<file path="config.mk">
export PLATFORM = sky130hd
export DESIGN_NAME = if_id_stage
export DESIGN_NICKNAME = d
export VERILOG_FILES = /design/src/rtl/if_id_stage.sv
export SDC_FILE = /design/constraint.sdc
export NUM_CORES = 1
export LEC_CHECK = 0
export CAP_MARGIN = 20
export CORE_UTILIZATION = 47
export DETAILED_ROUTE_END_ITERATION = 6
export GPL_TIMING_DRIVEN = 0
export PLACE_DENSITY = 0.76
export SLEW_MARGIN = 20
export SYNTH_ARGS = -nofsm -noshare
export SYNTH_HDL_FRONTEND = slang
export SYNTH_SLANG_ARGS = --single-unit
export TNS_END_PERCENT = 10
</file>
<file path="constraint.sdc">
create_clock -name Clock -period 1.9 [get_ports Clock]
set_input_delay 0.38 -clock Clock [delete_from_list [all_inputs] [get_ports Clock]]
set_output_delay 0.38 -clock Clock [all_outputs]
set_load 0.1 [all_outputs]
</file>
<file path="src/rtl/if_id_stage.sv">
// Instruction-fetch stage and IF/ID pipeline register: owns the PC and drives a
// request/ready instruction-memory handshake. A one-entry buffer absorbs stalls.
module if_id_stage #(
    parameter int unsigned     word     = 32,
    parameter int unsigned     rwidth   = 5,
    parameter logic [word-1:0] PC_RESET = '0,
    parameter int unsigned     PC_STEP  = 4
) (
    input  logic              Clock,
    input  logic              Reset_n,
    input  logic              IF_ID_Stall,
    input  logic              Branch_Taken,
    input  logic [word-1:0]   Branch_Target,
    output logic              IMem_Req,
    output logic [word-1:0]   IMem_Addr,
    input  logic              IMem_Ready,
    input  logic [word-1:0]   IMem_Rdata,
    output logic [word-1:0]   ID_PC_plus4,
    output logic [word-1:0]   ID_Instruction,
    output logic              ID_Valid,
    output logic [rwidth-1:0] IF_ID_RegisterRs,
    output logic [rwidth-1:0] IF_ID_RegisterRt,
    output logic [rwidth-1:0] IF_ID_RegisterRd
);

    localparam logic [word-1:0] Step = word'(PC_STEP);

    typedef enum logic [1:0] {StIdle, StFetch, StHold} state_e;

    state_e            state_q, state_d;
    logic [word-1:0]   pc_q, pc_d;
    logic [word-1:0]   id_pc4_q, id_pc4_d;
    logic [word-1:0]   id_instr_q, id_instr_d;
    logic              id_valid_q, id_valid_d;
    logic [word-1:0]   hold_instr_q, hold_instr_d;
    logic [word-1:0]   hold_pc4_q, hold_pc4_d;
    logic              redir_pend_q, redir_pend_d;
    logic [word-1:0]   redir_tgt_q, redir_tgt_d;
    logic [word-1:0]   pc_plus;

    assign pc_plus = pc_q + Step;

    always_comb begin
        state_d      = state_q;
        pc_d         = pc_q;
        id_pc4_d     = id_pc4_q;
        id_instr_d   = id_instr_q;
        id_valid_d   = id_valid_q;
        hold_instr_d = hold_instr_q;
        hold_pc4_d   = hold_pc4_q;
        redir_pend_d = redir_pend_q;
        redir_tgt_d  = redir_tgt_q;

        unique case (state_q)
            StIdle: state_d = StFetch;
            StFetch: begin
                if (IMem_Ready) begin
                    if (Branch_Taken || redir_pend_q) begin
                        // Returned word belongs to the wrong path; restart at the target.
                        pc_d         = Branch_Taken ? Branch_Target : redir_tgt_q;
                        id_instr_d   = '0;
                        id_valid_d   = 1'b0;
                        redir_pend_d = 1'b0;
                    end else if (IF_ID_Stall) begin
                        hold_instr_d = IMem_Rdata;
                        hold_pc4_d   = pc_plus;
                        state_d      = StHold;
                    end else begin
                        id_pc4_d   = pc_plus;
                        id_instr_d = IMem_Rdata;
                        id_valid_d = 1'b1;
                        pc_d       = pc_plus;
                    end
                end else if (Branch_Taken) begin
                    // Request in flight cannot be aborted; remember where to go afterwards.
                    redir_tgt_d  = Branch_Target;
                    redir_pend_d = 1'b1;
                    id_instr_d   = '0;
                    id_valid_d   = 1'b0;
                end else if (!IF_ID_Stall) begin
                    id_instr_d = '0;
                    id_valid_d = 1'b0;
                end
            end
            StHold: begin
                if (Branch_Taken) begin
                    pc_d         = Branch_Target;
                    hold_instr_d = '0;
                    hold_pc4_d   = '0;
                    id_instr_d   = '0;
                    id_valid_d   = 1'b0;
                    state_d      = StFetch;
                end else if (!IF_ID_Stall) begin
                    id_pc4_d   = hold_pc4_q;
                    id_instr_d = hold_instr_q;
                    id_valid_d = 1'b1;
                    pc_d       = pc_plus;
                    state_d    = StFetch;
                end
            end
            default: state_d = StIdle;
        endcase
    end

    always_ff @(posedge Clock) begin
        if (!Reset_n) begin
            state_q      <= StIdle;
            pc_q         <= PC_RESET;
            id_pc4_q     <= '0;
            id_instr_q   <= '0;
            id_valid_q   <= 1'b0;
            hold_instr_q <= '0;
            hold_pc4_q   <= '0;
            redir_pend_q <= 1'b0;
            redir_tgt_q  <= '0;
        end else begin
            state_q      <= state_d;
            pc_q         <= pc_d;
            id_pc4_q     <= id_pc4_d;
            id_instr_q   <= id_instr_d;
            id_valid_q   <= id_valid_d;
            hold_instr_q <= hold_instr_d;
            hold_pc4_q   <= hold_pc4_d;
            redir_pend_q <= redir_pend_d;
            redir_tgt_q  <= redir_tgt_d;
        end
    end

    assign IMem_Req         = (state_q == StFetch);
    assign IMem_Addr        = pc_q;
    assign ID_PC_plus4      = id_pc4_q;
    assign ID_Instruction   = id_instr_q;
    assign ID_Valid         = id_valid_q;
    assign IF_ID_RegisterRs = id_instr_q[21 +: rwidth];
    assign IF_ID_RegisterRt = id_instr_q[16 +: rwidth];
    assign IF_ID_RegisterRd = id_instr_q[11 +: rwidth];

endmodule

</file>
==> flow_metrics.py <==
metrics = {
    "power_and_ir_drop": {
        "leakage_uw": 0.00486,
        "irDropWorstVdd_mv": 0.629,
        "power-per-cell-area_mw_per_mm2": 830,
    },
    "routing": {
        "wl_um": 34800,
        "wirelength_met1_um": 14900,
        "firstDrtPassIters": 5,
        "met3RoutedLength_um": 3340,
        "num_vias": 10585,
        "antenna_violating_nets_post_route": 0,
        "routedWlPerCell_um": 19.7,
        "detailroute.wirelength.met2_um": 15500,
        "top_signal_layer_used": "met4",
        "post_drt_via_cell_ratio": 6.00,
        "drc": 0,
        "drt_iter0_drc": 1276,
    },
    "clock_network": {
        "clkLatencyLatePin_ns": 0.44,
        "clk_pin_slew_ns": 0.07,
        "cts_tree": "built",
        "cts_buffer_depth": 2,
        "cts_htree_levels": 4,
        "cts.sink_count": 196,
        "numCtsBuffers": 17,
        "cts_root_buf": "clkbuf_16",
    },
    "run": {
        "max-cap-violations": 0,
    },
    "worst_hold_path": {
        "timing.hold.worst_path_depth": 2,
        "min-delay-start": "redir_tgt_q[21]$_SDFFE_PN0P_",
        "holdCritPathClass": "reg2reg",
        "hold_path_end": "redir_tgt_q[21]$_SDFFE_PN0P_",
    },
    "global_route": {
        "grt_antenna_before_repair": 0,
        "grtUsageTotal_pct": 33.3,
        "grt_first_pass_wirelength_um": 52400,
        "grt_pass1_vias": 9376,
        "grt_overflow_total": 0,
        "grt_start_max_net_pins": 19,
    },
    "logic_synthesis": {
        "ys_types": 74,
        "syn-instance-count": 1262,
        "dominantRegCellSynth": "dfxtp_1",
        "synth_async_sr_flop_share_pct": 0,
        "synth-seq-cells": 196,
        "synthesis.area_per_instance_um2": 7.54,
        "synth-edff-count": 0,
        "post_synth_net_total": 1335,
        "synth-warning-count": 0,
        "yosysSeqAreaShare_pct": 41.2,
        "netlist_area_before_placement_mm2": 0.00952,
    },
    "floorplanning": {
        "die-area_mm2": 0.0208,
        "floorplan.die.width_um": 144,
        "boundaryPins": 182,
        "fp.coreArea_mm2": 0.0197,
        "placement_rows": 51,
        "dieHeight_um": 144,
        "initial_utilization_pct": 48.4,
    },
    "cells_and_area": {
        "ratio_of_cells_with_drive_above_1_in_the_final_layout_pct": 28.7,
        "mostFrequentLayoutCells": "nand2_1 (253), dfxtp_1 (167), nor2_1 (128), a21oi_1 (102), clkdlybuf4s15_2 (97)",
        "insertedDiodeCount": 0,
        "flow.area_growth_from_synthesis_pct": 42.3,
        "layout.core_utilization_pct": 68.9,
        "layout.nets": 1560,
        "mostFrequentLayoutCell": "nand2_1",
        "stdcell_area_mm2": 0.0135,
        "final_cells": 1765,
    },
    "sta": {
        "final.setup.worst_slack_ns": -0.153,
        "slew_viol_final": 0,
        "finalSetupViolCount": 87,
        "period_needed_ns": 2.05,
        "min_period_over_period_pct": 108,
        "setup-tns-final_ns": -3.60,
        "fmaxAchievable_ghz": 0.487,
        "finClkSkew_ns": 0.0115,
        "timing_hold_violations_final": 0,
        "slew_headroom_pct": 57.9,
        "final.hold.worst_slack_ns": 0.454,
        "setup_repair_after_global_routing_missed_its_margin": "yes",
        "timing_worst_slew_pin_value_ns": 0.626,
    },
    "setup_path": {
        "regToRegEndpoint": "ID_PC_plus4[29]$_SDFFE_PN0P_",
        "reg2reg_setup_slack_ns": -0.15,
        "ff2ff_path_depth": 10,
        "rr_startpoint": "state_q[1]$_SDFFE_PN0P_",
        "critical_path.endpoint_type": "flop",
        "arrival_worst_endpoint_ns": 2.37,
        "worst_ep_required_time_ns": 2.21,
        "crit_path_start_kind": "flop",
        "crit_fanout": 8,
        "setup.worst_path.class": "reg2reg",
    },
    "place": {
        "portbufs": 180,
        "gp_congestion": 0.932,
        "place_area_mm2": 0.0119,
        "numPlacedInstances": 1707,
        "hpwlAfterDp_um": 25000,
    },
    "outcome": {
        "status": "complete, but fails checks",
        "failed_checks": "negative setup slack",
    },
}
==> report_power, final <==
group	internal [uW]	switching [uW]	leakage, uW
Clock	2100	1740	0.000310
Sequential	4280	208	0.00161
Combinational	890	2030	0.00294
Total	7270	3970	0.00486
==> stage by stage <==
stage               power, uW  setup slack, ns
global placement         7210           -0.812
detailed placement       7230           -0.800
finish                  11200           -0.153
global route            11600           -0.235
CTS                     11100           -0.182
floorplan                6380           -0.154
==> final cells by class <==
type                            count  area [um2]
Multi-Input combinational cell    933        5540
Clock inverter                     13         158
Clock buffer                       19         464
Buffer                            123         891
Sequential cell                   196        4020
Fill cell                        1638        6110
Tap cell                          265         332
Timing Repair Buffer              208        2110
Inverter                            8        32.5
==> what timing repair did <==
action	CTS	global route
setup buffers	15	12
pin swaps	17	28
resized for setup	442	137
endpoints found under the setup margin	300	182
hold buffers	0	0
gates cloned	1	0
==> sequential cells by signal, summed over array words and instances, names as in the netlist, 2 cells and up <==
register / flops
IMem_Addr: 32
ID_Instruction: 32
hold_instr_q: 32
ID_PC_plus4: 32
redir_tgt_q: 32
state_q: 2
hold_pc4_q: 32
==> layer usage <==
| layer | GRT usage, % | vias up |
|---|---|---|
| met2 | 49.7 | 589 |
| met3 | 6.13 | 70 |
| met5 | 0 | - |
| met4 | 11.7 | 0 |
| li1 | - | 4930 |
| met1 | 47.6 | 4996 |
==> worst max path at each step <==
stage                                          start                           end  cells after the start  slack, ns
after global routing         state_q[1]$_SDFFE_PN0P_  ID_PC_plus4[25]$_SDFFE_PN0P_                     10      -0.23
after CTS                    state_q[1]$_SDFFE_PN0P_  ID_PC_plus4[29]$_SDFFE_PN0P_                     10      -0.18
after floorplan           IMem_Addr[29]$_SDFFE_PN0P_  ID_PC_plus4[30]$_SDFFE_PN0P_                      5      -0.15
after global placement                   IF_ID_Stall   hold_pc4_q[15]$_SDFFE_PN0P_                      6      -0.81
final                        state_q[1]$_SDFFE_PN0P_  ID_PC_plus4[29]$_SDFFE_PN0P_                     10      -0.15
after detailed placement                  IMem_Ready    IMem_Addr[10]$_SDFFE_PN0P_                      8      -0.80
==> synth_stat cells, types with 16 or more instances <==
cell	count	area share [%]
a21oi_1	136	7.1
a22oi_1	18	1.4
buf_2	32	1.7
nor2_1	135	5.3
nand4_1	17	1.1
nand3_1	45	2.4
clkbuf_1	64	2.5
o21ai_0	55	2.9
a31oi_1	20	1.3
o22ai_1	40	2.6
nor3_1	18	0.95
nand2_1	257	10
buf_4	16	1.3
dfxtp_1	196	41
==> critical path, cell delays in order, from the launching register on <==
cell	delay [ns]
dfxtp_4	0.37
inv_4	0.06
ha_4	0.13
buf_6	0.11
nand3b_1	0.13
buf_6	0.17
a211o_1	0.32
buf_6	0.15
or3_4	0.33
o211ai_1	0.10
a31oi_1	0.06
==> cell families (layout without fill, tap and decap cells) <==
| logic type | count (synthesis) | count (layout) | synth area share (%) |
|---|---|---|---|
| AND/OR/NAND/NOR | 537 | 537 | 25.2 |
| AO/OA/AOI/OAI | 363 | 363 | 24.0 |
| flip-flops | 196 | 196 | 41.2 |
| buffers and inverters | 133 | 371 | 6.31 |
| XOR/XNOR | 18 | 18 | 1.66 |
| multiplexers | 11 | 11 | 1.16 |
| adder cells (fa/ha/maj) | 4 | 4 | 0.526 |
Note: power is estimated with default switching activity, not from simulation.
